==> config.mk <==
export PLATFORM = sky130hd
export DESIGN_NAME = sub_bytes_sched
export DESIGN_NICKNAME = d
export VERILOG_FILES = /design/src/rtl/sub_bytes_sched.sv
export SDC_FILE = /design/constraint.sdc
export NUM_CORES = 1
export LEC_CHECK = 0
export BUFFER_PORTS_ARGS = -buffer_cell sky130_fd_sc_hd__buf_2
export CAP_MARGIN = 20
export CORE_ASPECT_RATIO = 1.2
export CORE_MARGIN = 2
export CORE_UTILIZATION = 40
export CTS_CLUSTER_DIAMETER = 30
export DETAILED_ROUTE_END_ITERATION = 12
export MAX_ROUTING_LAYER = met4
export PLACE_DENSITY = 0.69
export SYNTH_ARGS = -nofsm -noshare
export SYNTH_HDL_FRONTEND = slang
export SYNTH_SLANG_ARGS = --single-unit
==> constraint.sdc <==
create_clock -name clk -period 8.3 [get_ports clk]
set_input_delay 0.415 -clock clk [delete_from_list [all_inputs] [get_ports clk]]
set_output_delay 0.415 -clock clk [all_outputs]
set_load 0.05 [all_outputs]
==> src/rtl/sub_bytes_sched.sv <==
// ============================================================================
//  Module   : sub_bytes_sched
//  Purpose  : Time-shares one 4-lane S-box bank between a 128-bit cipher-state
//             SubBytes request and a 32-bit key-expansion SubWord request.
//             Optional macro SUB_BYTES_SCHED_KEY_PRIO_EN gives the key side
//             strict priority instead of round-robin arbitration.
//  Revision : 1.0  initial release
// ============================================================================
`default_nettype none

module sub_bytes_sched (
    input  logic         clk,
    input  logic         rst,
    input  logic         st_valid,
    output logic         st_ready,
    input  logic [127:0] st_in,
    output logic         st_done,
    output logic [127:0] st_out,
    input  logic         key_valid,
    output logic         key_ready,
    input  logic [31:0]  key_in,
    output logic         key_done,
    output logic [31:0]  key_out,
    output logic [31:0]  sb_in,
    input  logic [31:0]  sb_out,
    output logic         busy
);

    localparam logic [1:0] c_IDLE    = 2'd0;
    localparam logic [1:0] c_ST_SUB  = 2'd1;
    localparam logic [1:0] c_KEY_SUB = 2'd2;

    logic [1:0]   r_state;
    logic [1:0]   w_nextState;
    logic [1:0]   r_cnt;
    logic [127:0] r_work;
    logic [95:0]  r_acc;
    logic [31:0]  w_stWord;
    logic         w_grantSt;
    logic         w_grantKey;
    logic         w_idle;

`ifndef SUB_BYTES_SCHED_KEY_PRIO_EN
    localparam logic c_GRANT_ST  = 1'b0;
    localparam logic c_GRANT_KEY = 1'b1;
    logic r_lastGrant;
`endif

    assign w_idle = (r_state == c_IDLE) && !rst;

    // Grants are mutually exclusive; the state requester only wins a
    // contention when the key side (or nobody) was served last.
`ifdef SUB_BYTES_SCHED_KEY_PRIO_EN
    assign w_grantKey = w_idle && key_valid;
    assign w_grantSt  = w_idle && st_valid && !key_valid;
`else
    assign w_grantSt  = w_idle && st_valid && (!key_valid || (r_lastGrant == c_GRANT_KEY));
    assign w_grantKey = w_idle && key_valid && !w_grantSt;
`endif

    always_comb begin
        w_stWord = r_work[127:96];
        case (r_cnt)
            2'd0:    w_stWord = r_work[127:96];
            2'd1:    w_stWord = r_work[95:64];
            2'd2:    w_stWord = r_work[63:32];
            default: w_stWord = r_work[31:0];
        endcase
    end

    always_comb begin
        w_nextState = r_state;
        sb_in       = 32'h0;
        st_ready    = 1'b0;
        key_ready   = 1'b0;
        busy        = (r_state != c_IDLE);
        case (r_state)
            c_IDLE: begin
                st_ready  = w_grantSt;
                key_ready = w_grantKey;
                if (w_grantSt)
                    w_nextState = c_ST_SUB;
                else if (w_grantKey)
                    w_nextState = c_KEY_SUB;
            end
            c_ST_SUB: begin
                sb_in = w_stWord;
                if (r_cnt == 2'd3)
                    w_nextState = c_IDLE;
            end
            c_KEY_SUB: begin
                sb_in       = r_work[31:0];
                w_nextState = c_IDLE;
            end
            default: w_nextState = c_IDLE;
        endcase
    end

    always_ff @(posedge clk) begin
        if (rst) begin
            r_state     <= c_IDLE;
            r_cnt       <= 2'd0;
            st_out      <= 128'h0;
            key_out     <= 32'h0;
            st_done     <= 1'b0;
            key_done    <= 1'b0;
`ifndef SUB_BYTES_SCHED_KEY_PRIO_EN
            r_lastGrant <= c_GRANT_KEY;
`endif
        end else begin
            r_state  <= w_nextState;
            st_done  <= 1'b0;
            key_done <= 1'b0;
            case (r_state)
                c_IDLE: begin
                    if (w_grantSt) begin
                        r_work      <= st_in;
                        r_cnt       <= 2'd0;
`ifndef SUB_BYTES_SCHED_KEY_PRIO_EN
                        r_lastGrant <= c_GRANT_ST;
`endif
                    end else if (w_grantKey) begin
                        r_work      <= {96'h0, key_in};
`ifndef SUB_BYTES_SCHED_KEY_PRIO_EN
                        r_lastGrant <= c_GRANT_KEY;
`endif
                    end
                end
                c_ST_SUB: begin
                    r_cnt <= r_cnt + 2'd1;
                    // Words 0..2 are staged so st_out never shows a partial result.
                    case (r_cnt)
                        2'd0: r_acc[95:64] <= sb_out;
                        2'd1: r_acc[63:32] <= sb_out;
                        2'd2: r_acc[31:0]  <= sb_out;
                        default: begin
                            st_out  <= {r_acc, sb_out};
                            st_done <= 1'b1;
                        end
                    endcase
                end
                c_KEY_SUB: begin
                    key_out  <= sb_out;
                    key_done <= 1'b1;
                end
                default: ;
            endcase
        end
    end

endmodule

`default_nettype wire

==> results of run 1 <==
[layout by cell type (no fill, tap or decap), types with 3 or more instances in the layout]
cell	Yosys	routed
inv_8	0	5
clkbuf_16	0	61
and2_1	100	96
mux2_4	10	10
nor2b_1	4	4
mux2_2	23	23
inv_1	7	7
and2_2	0	3
nand2b_1	3	3
clkinv_4	0	7
nor2_1	36	35
bufinv_16	0	4
clkinvlp_4	0	5
ha_1	8	7
inv_6	0	9
clkinv_2	0	4
edfxtp_1	224	224
buf_2	30	391
dfxtp_1	167	167
a222oi_1	32	32
mux2i_1	32	32
clkbuf_1	33	8
nand2_1	261	260
buf_4	4	12
clkinv_1	0	5
a21oi_1	130	130
o2bb2ai_1	32	32
[logic make-up after synthesis]
family / Yosys count / share of synthesized area
DFF: 391 / 0.695
adders and majority gates: 8 / 0.00691
and+or+nand+nor: 411 / 0.127
AOI/OAI and AO/OA: 201 / 0.0899
buffers and inverters: 91 / 0.0301
muxes: 65 / 0.0504
[per-stage QoR]
stage                     instances  power, W
after floorplan                1167   0.00238
after global placement         1955   0.00248
after detailed placement       1955   0.00249
after CTS                      2065   0.00491
after global routing           2067   0.00502
final                          2067   0.00486
[power by group]
group | internal (W) | leakage, nW | switching (W)
Sequential | 0.00214 | 3.45 | 0.0000214
Clock | 0.00150 | 0.959 | 0.000919
Combinational | 0.000103 | 3.03 | 0.000183
Total | 0.00374 | 7.44 | 0.00112
[state kept, by name, indices dropped and copies added (netlist names)]
name / cells
st_out: 128
key_out: 32
r_work: 128
r_state: 2
st_done: 1
r_cnt: 2
r_acc: 96
r_lastGrant: 1
key_done: 1
[worst max path at each step]
stage / start / endpoint / depth (start not counted)
after floorplan: rst / r_work[0] / 3
after global placement: rst / r_work[34] / 5
after detailed placement: rst / r_work[96] / 5
after CTS: r_state[0] / st_ready / 6
after global routing: r_state[0] / st_ready / 6
final: r_state[1] / st_ready / 6
[layer usage]
metal	vias up	GRT usage	routed length [um]
li1	4900	-	-
met1	4873	0.218	14000
met2	420	0.304	17200
met3	62	0.0524	3040
met4	0	0.0574	761
met5	-	-	0
[worst reg2reg max path: cells and delay by family, from the launching register on]
kind / cells / cell delay, ns
buffers and inverters: 3 / 1.52
DFF: 1 / 0.33
adders and majority gates: 1 / 0.28
and+or+nand+nor: 2 / 0.25
[area by class of cell]
| type | instances | area [um^2] | area share |
|---|---|---|---|
| clock buffer | 70 | 1570 | 0.0836 |
| clock inverter | 40 | 413 | 0.0220 |
| inverter | 7 | 26.3 | 0.00140 |
| multi-input combinational | 685 | 4000 | 0.213 |
| sequential | 391 | 10100 | 0.536 |
| tap | 468 | 586 | 0.0312 |
| timing repair buffer | 406 | 2110 | 0.113 |
==> results.md, run 1 <==
- Hold path startpoint: sb_out[9]
- Clock period minus worst slack: 3.50 ns
- # setup viols final: 0
- Crit path buffers/inverters: 3
- Syn nets: 1371
- Design area: 18800 um^2
- FF-to-FF path depth: 6
- CTS tree: yes
- Die height: 212 um
- Starting Density: 0.405
- Global Route Usage Sum: 0.184
- WHS: 0.0599 ns
- Post-Syn Instances: 1167
- Setup TNS: 0 ns
- Worst Max-Slew Pin Slew: 0.948 ns
- DR pass1 iterations: 6
- CP cell instances: inv_1 > ha_1 > nor2b_4 > and3_4 > buf_4 > buf_2
- Worst path slowest cell: buf_4
- Cts-stage hold buffer count: 0
- Via count: 10300
- Post-Route Utilization: 0.525
- VDD IR-drop max: 0.165 mV
- Yosys top cell area share: 0.464
- Post-synth top area cell: edfxtp_1
- RR Startpoint: r_state[1]
- Ranking of synthesized cells by area: edfxtp_1 46%, dfxtp_1 23%, nand2_1 6.8%
- Final-layout fill cell count: 3076
- GPL Wtd Cong: 0.768
- Seq/Total Area, Yosys: 0.695
- FP Rows: 76
- Final nets: 1753
- Die Wd: 178 um
- Largest net degree at the start of global routing: 108
- Distinct cell type count after synthesis: 34
- Area of the core: 35800 um^2
- Ys async rst share: 0
- CP endpoint kind: primary output
- First-pass GRT wire length: 52700 um
- RSZ-0062 raised after global routing: false
- Main synth FF type: edfxtp_1
- EDFF count, synth: 224
- Most common cell in the synthesized netlist: nand2_1
- Area grow syn2layout: 29.7%
- Average wire per standard cell: 16.9 um
- N_diodes: 0
- Worst slack at placement: 5.28 ns
- Starting DRC count in detailed routing: 714
- Buffer count from post-CTS setup fixing: 0
- Max Clk Rate: 286 MHz
- Antenna violations before repair: 0
- Vias per cell: 4.96
- Placed Area: 16700 um^2
- TritonCTS Buffers: 58
- CP max FO: 85
- DRC: 0
- Status: completed
- Root Buffer: clkbuf_16
- Crit path kind: flop to primary output
- H-tree depth: 2
- Hold Path Sink: r_acc[41]
- IO Pins: 393
- Port buffer count: 392
- Syn. warnings: 0
- Clock sink count: 391
- CTS clk-pin slew, worst paths: 0.06 ns
- Synth top cells by count: 261 x nand2_1, 224 x edfxtp_1, 167 x dfxtp_1, 130 x a21oi_1, 100 x and2_1
- Clock Latency Late Sink: 0.59 ns
- Share of post-route cells with drive strength above 1: 0.341
- Remaining Overflow, GRT: 0
- Leak: 7.44 nW
- CP required: 7.89 ns
- Slew Viols, Final: 0
- Number of global-route vias before repair: 9792
- Synthesized cell area: 14500 um^2
- Top delay family on crit path: buffers and inverters
- Hold Fails Final Rpt: 0
- Die area: 37700 um^2
- Reg2Reg Setup Slack: 5.50 ns
- Reg2Reg Capture Point: r_work[119]
- Hold Path Cell Cnt: 1
- Seq cells post-synth: 391
- Mapped Avg Cell Area: 12.4 um^2
- Clock skew: 0.0322 ns
- CP arrival: 3.09 ns
- Post-DRT Antenna Nets: 0
- Slew Limit Headroom: 0.368
- HP Class: input port to flop
- Power density cells: 259 nW/um^2
- DRT Wirelength: 35000 um
- Max stage delay on crit path: 0.67 ns
- Crit start category: flop
- Post-CTS resize count: 0
- Number of max-cap violations: 0
- Final setup margin: 4.80 ns
- DP Wirelength: 22700 um
- Crit share post-route: 0.422
- Longest Clk Path Bufs: 3
(Power assumes the default switching activity.)
==> inputs of run 2 (changes only) <==
--- a/config.mk
+++ b/config.mk
@@ -5,6 +5,7 @@
 export SDC_FILE = /design/constraint.sdc
 export NUM_CORES = 1
 export LEC_CHECK = 0
+export ABC_AREA = 1
 export BUFFER_PORTS_ARGS = -buffer_cell sky130_fd_sc_hd__buf_2
 export CAP_MARGIN = 20
 export CORE_ASPECT_RATIO = 1.2
@@ -13,7 +14,7 @@
 export CTS_CLUSTER_DIAMETER = 30
 export DETAILED_ROUTE_END_ITERATION = 12
 export MAX_ROUTING_LAYER = met4
-export PLACE_DENSITY = 0.69
+export PLACE_DENSITY = 0.68
 export SYNTH_ARGS = -nofsm -noshare
 export SYNTH_HDL_FRONTEND = slang
 export SYNTH_SLANG_ARGS = --single-unit
==> constraint.sdc (replaced) <==
create_clock -name clk -period 3.5 [get_ports clk]
set_input_delay 0.175 -clock clk [delete_from_list [all_inputs] [get_ports clk]]
set_output_delay 0.175 -clock clk [all_outputs]
set_load 0.05 [all_outputs]
==> results.md, run 2 <==
- Port buffer count: 392 (unchanged)
- FP Rows: 77 (was 76)
- GPL Wtd Cong: 0.865 (was 0.768)
- EDFF count, synth: 224 (unchanged)
- Post-synth top area cell: edfxtp_1 (unchanged)
- Longest Clk Path Bufs: 3 (unchanged)
- Ranking of synthesized cells by area: edfxtp_1 45%, dfxtp_1 22%, nor2_1 11% (was edfxtp_1 46%, dfxtp_1 23%, nand2_1 6.8%)
- Ys async rst share: 0 (unchanged)
- Tool error: [ERROR DRT-0255] Maze Route cannot find path of net busy in worker of routeBox ( 144900 193200 ) ( 180010 215215 ).
- Remaining Overflow, GRT: 0 (unchanged)
- Antenna violations before repair: 2 (was 0)
- Status: stopped before the end (was completed)
- Global Route Usage Sum: 0.229 (was 0.184)
- Die height: 215 um (was 212 um)
- First-pass GRT wire length: 69100 um (was 52700 um)
- Synth top cells by count: 425 x nor2_1, 271 x nand2_1, 224 x edfxtp_1, 167 x dfxtp_1, 154 x o21ai_0 (was 261 x nand2_1, 224 x edfxtp_1, 167 x dfxtp_1, 130 x a21oi_1, 100 x and2_1)
- Syn nets: 1742 (was 1371)
- Main synth FF type: edfxtp_1 (unchanged)
- H-tree depth: 3 (was 2)
- Post-Syn Instances: 1538 (was 1167)
- Seq cells post-synth: 391 (unchanged)
- Syn. warnings: 0 (unchanged)
- Number of global-route vias before repair: 13300 (was 9792)
- Largest net degree at the start of global routing: 108 (unchanged)
- Failing step: detailed routing (5_2_route)
- IO Pins: 393 (unchanged)
- TritonCTS Buffers: 68 (was 58)
- Most common cell in the synthesized netlist: nor2_1 (was nand2_1)
- Starting Density: 0.405 (about the same)
- Synthesized cell area: 14900 um^2 (was 14500 um^2)
- DP Wirelength: 25900 um (was 22700 um)
- Die Wd: 180 um (was 178 um)
- Root Buffer: clkbuf_16 (unchanged)
- Mapped Avg Cell Area: 9.67 um^2 (was 12.4 um^2)
- Yosys top cell area share: 0.452 (was 0.464)
- Clock sink count: 391 (unchanged)
- Post-CTS resize count: 0 (unchanged)
- Seq/Total Area, Yosys: 0.677 (was 0.695)
- Distinct cell type count after synthesis: 19 (was 34)
-- run 2: changes by cell type after synthesis, moves of 36 or more --
cell,change
nor2_1,+389
a21oi_1,-95
inv_1,+105
and2_1,-100
o21ai_0,+152
nand3_1,+36
-- run 2: through the flow --
step | std cells | hold WS [ns] | setup slack [ns] | instance area (um^2)
global placement | 2335 | 0.416 | 1.12 | 17200
CTS | 2653 | 0.149 | 0.526 | 21500
global route | 2655 | 0.174 | 0.263 | 21500
floorplan | 1538 | 0.244 | 0.00304 | 14900
detailed placement | 2335 | 0.417 | 1.03 | 17200
-- run 2: repair_timing --
| item | 4_1_cts | 5_1_grt |
|---|---|---|
| hold buffers | 193 | 0 |
| setup endpoints to repair | 0 | 0 |
| setup buffers | 0 | 0 |
| hold endpoints to repair | 289 | 0 |
-- run 2: kinds of logic after synthesis --
| family | after synthesis | share of synthesized area |
|---|---|---|
| fa+ha+maj | 8 | 0.00673 |
| compound gates | 196 | 0.0660 |
| flops | 391 | 0.677 |
| buf+inv | 205 | 0.0597 |
| simple gates | 738 | 0.190 |
-- run 2: metal layers --
metal / global-route usage
met5: -
met3: 0.0830
met1: 0.255
met2: 0.370
met4: 0.103
==> inputs of run 3 (changes only) <==
--- a/config.mk
+++ b/config.mk
@@ -8,13 +8,10 @@
 export ABC_AREA = 1
 export BUFFER_PORTS_ARGS = -buffer_cell sky130_fd_sc_hd__buf_2
 export CAP_MARGIN = 20
-export CORE_ASPECT_RATIO = 1.2
 export CORE_MARGIN = 2
-export CORE_UTILIZATION = 40
-export CTS_CLUSTER_DIAMETER = 30
+export CORE_UTILIZATION = 25
 export DETAILED_ROUTE_END_ITERATION = 12
-export MAX_ROUTING_LAYER = met4
-export PLACE_DENSITY = 0.68
+export PLACE_DENSITY_LB_ADDON = 0.15
 export SYNTH_ARGS = -nofsm -noshare
 export SYNTH_HDL_FRONTEND = slang
 export SYNTH_SLANG_ARGS = --single-unit
==> results.md, run 3 <==
- TritonCTS Buffers: 46 (was 68)
- DRT Wirelength: 50100 um
- Vias per cell: 4.24
- Crit share post-route: 0.851
- CP arrival: 2.80 ns
- Buffer count from post-CTS setup fixing: 0 (unchanged)
- Crit path kind: flop to primary output
- Via count: 12400
- Starting Density: 0.252 (was 0.405)
- Hold Fails Final Rpt: 0
- First-pass GRT wire length: 74100 um (was 69100 um)
- Post-Route Utilization: 0.359
- EDFF count, synth: 224 (unchanged)
- Post-Syn Instances: 1538 (unchanged)
- Syn nets: 1742 (unchanged)
- Post-synth top area cell: edfxtp_1 (unchanged)
- CP endpoint kind: primary output
- FP Rows: 89 (was 77)
- Power density cells: 599 nW/um^2
- CP required: 3.32 ns
- Share of post-route cells with drive strength above 1: 0.233
- Die height: 248 um (was 215 um)
- Distinct cell type count after synthesis: 19 (unchanged)
- Placed cell count: 2637 (was 2335)
- Setup TNS: 0 ns
- Seq/Total Area, Yosys: 0.677 (unchanged)
- Synthesized cell area: 14900 um^2 (unchanged)
- Synth top cells by count: 425 x nor2_1, 271 x nand2_1, 224 x edfxtp_1, 167 x dfxtp_1, 154 x o21ai_0 (unchanged)
- Syn. warnings: 0 (unchanged)
- CTS clk-pin slew, worst paths: 0.06 ns
- Top delay family on crit path: simple AND/OR/NAND/NOR gates
- Crit path buffers/inverters: 3
- Antenna violations before repair: 4 (was 2)
- Yosys top cell area share: 0.452 (unchanged)
- IO Pins: 393 (unchanged)
- Final nets: 2310
- Ranking of synthesized cells by area: edfxtp_1 45%, dfxtp_1 22%, nor2_1 11% (unchanged)
- HP Class: input port to flop
- Most frequent cells in the layout: 421 x nor2_1, 392 x buf_2, 271 x nand2_1
- Port buffer count: 392 (unchanged)
- Worst path slowest cell: nand2_1
- GPL Wtd Cong: 0.816 (was 0.865)
- Post-DRT Antenna Nets: 0
- DRC: 0
- RSZ-0062 raised after global routing: false
- Die area: 61400 um^2
- Most common cell in the synthesized netlist: nor2_1 (unchanged)
- CP most frequent cell: nand2_1
- CTS tree: yes
- Longest Clk Path Bufs: 3 (unchanged)
- Post-route insts no fill: 2921
- Post-CTS resize count: 0 (unchanged)
- Largest regs: r_work x128, st_out x128, r_acc x96
- Starting DRC count in detailed routing: 606
- Main synth FF type: edfxtp_1 (unchanged)
- DR pass1 iterations: 5
- Slew Viols, Final: 0
- Die Wd: 248 um (was 180 um)
- Remaining Overflow, GRT: 0 (unchanged)
- Average wire per standard cell: 17.2 um
- CP max FO: 19
- Status: completed (was stopped before the end)
- WL met1: 21400 um
- VDD IR-drop max: 0.444 mV
- # setup viols final: 0
- Mapped Avg Cell Area: 9.67 um^2 (unchanged)
- CP cell instances: inv_1 > ha_1 > nand2_4 > nand2_1 > buf_12 > nand2_1 > a21oi_1 > buf_2
- Global Route Usage Sum: 0.159 (was 0.229)
- Leak: 9.22 nW
- Area grow syn2layout: 42.4%
- Largest net degree at the start of global routing: 104 (was 108)
- Root Buffer: clkbuf_16 (unchanged)
- WL met2: 23300 um
- Clock period minus worst slack: 2.98 ns
- Area of the core: 58900 um^2
- Highest layer used for signal routing: met4
- H-tree depth: 2 (was 3)
- Crit start category: flop
- Seq cells post-synth: 391 (unchanged)
- Clock Latency Late Sink: 0.60 ns
- DR WL met3: 3910 um
- Slew Limit Headroom: 0.435
- Number of global-route vias before repair: 12500 (was 13300)
- DP Wirelength: 31900 um (was 25900 um)
- Number of max-cap violations: 0
- Max Clk Rate: 336 MHz
- Most common cell after layout, fill and taps aside: nor2_1
- Clock sink count: 391 (unchanged)
- Clock skew: 0.0605 ns
- Worst Max-Slew Pin Slew: 0.847 ns
- Max stage delay on crit path: 0.56 ns
- Ys async rst share: 0 (unchanged)
-- run 3: cell counts after synthesis --
No cell type changed its count.
-- run 3: area by class of cell --
type / instances / area (um^2)
antenna: 4 / 10.0
clock buffer: 66 / 1310
clock inverter: 20 / 226
fill: 5972 / 37700
inverter: 115 / 445
multi-input combinational: 942 / 3960
sequential: 391 / 10100
tap: 773 / 967
timing repair buffer: 610 / 4190
-- run 3: worst paths after layout --
check | from | to | slack [ns] | depth (start not counted)
max | r_state[1] | sb_in[18] | 0.52 | 8
min | st_valid | r_state[1] | 0.09 | 6
max reg2reg | r_state[0] | r_work[22] | 0.71 | 10
min reg2reg | r_acc[32] | st_out[64] | 0.44 | 2
-- run 3: power breakdown --
part	switching, W	internal [W]	leakage, nW	total (W)
sequential	0.000123	0.00544	3.47	0.00556
combinational	0.00163	0.000714	5.01	0.00234
clock	0.00195	0.00284	0.743	0.00479
total	0.00370	0.00899	9.22	0.0127
-- run 3: kinds of logic (layout without fill, tap and decap cells) --
| kind of cell | Yosys count | in the layout | synth area share |
|---|---|---|---|
| compound gates | 196 | 196 | 0.0660 |
| other cells | 0 | 4 | 0 |
| simple gates | 738 | 738 | 0.190 |
| flops | 391 | 391 | 0.677 |
| fa+ha+maj | 8 | 8 | 0.00673 |
| buf+inv | 205 | 811 | 0.0597 |
-- run 3: worst min-delay path, cell delays in order --
cell and delay [ns]:
buf_2 0.12, nand3_1 0.08, nand3_1 0.06, nand2_1 0.08, nand2_1 0.06, a21oi_1 0.05
-- run 3: metal layers --
layer | GRT usage | vias up
met5 | 0 | -
met4 | 0.0548 | 0
met3 | 0.0516 | 86
met2 | 0.262 | 332
met1 | 0.194 | 5886
li1 | - | 6077
-- run 3: per-stage QoR --
step / cell area [um^2] / hold WS, ns / setup slack (ns) / power (W)
global placement: 17700 / 0.423 / 0.997 / 0.00775
finish: 21200 / 0.0887 / 0.522 / 0.0127
floorplan: 14900 / 0.244 / 0.00304 / 0.00703
global route: 21200 / 0.146 / 0.273 / 0.0133
CTS: 21100 / 0.0440 / 0.453 / 0.0129
detailed placement: 17700 / 0.426 / 0.971 / 0.00777
-- run 3: repair_timing --
action	in CTS	in global routing
setup endpoints to repair	0	0
hold buffers	193	0
endpoints found under the hold margin	288	0
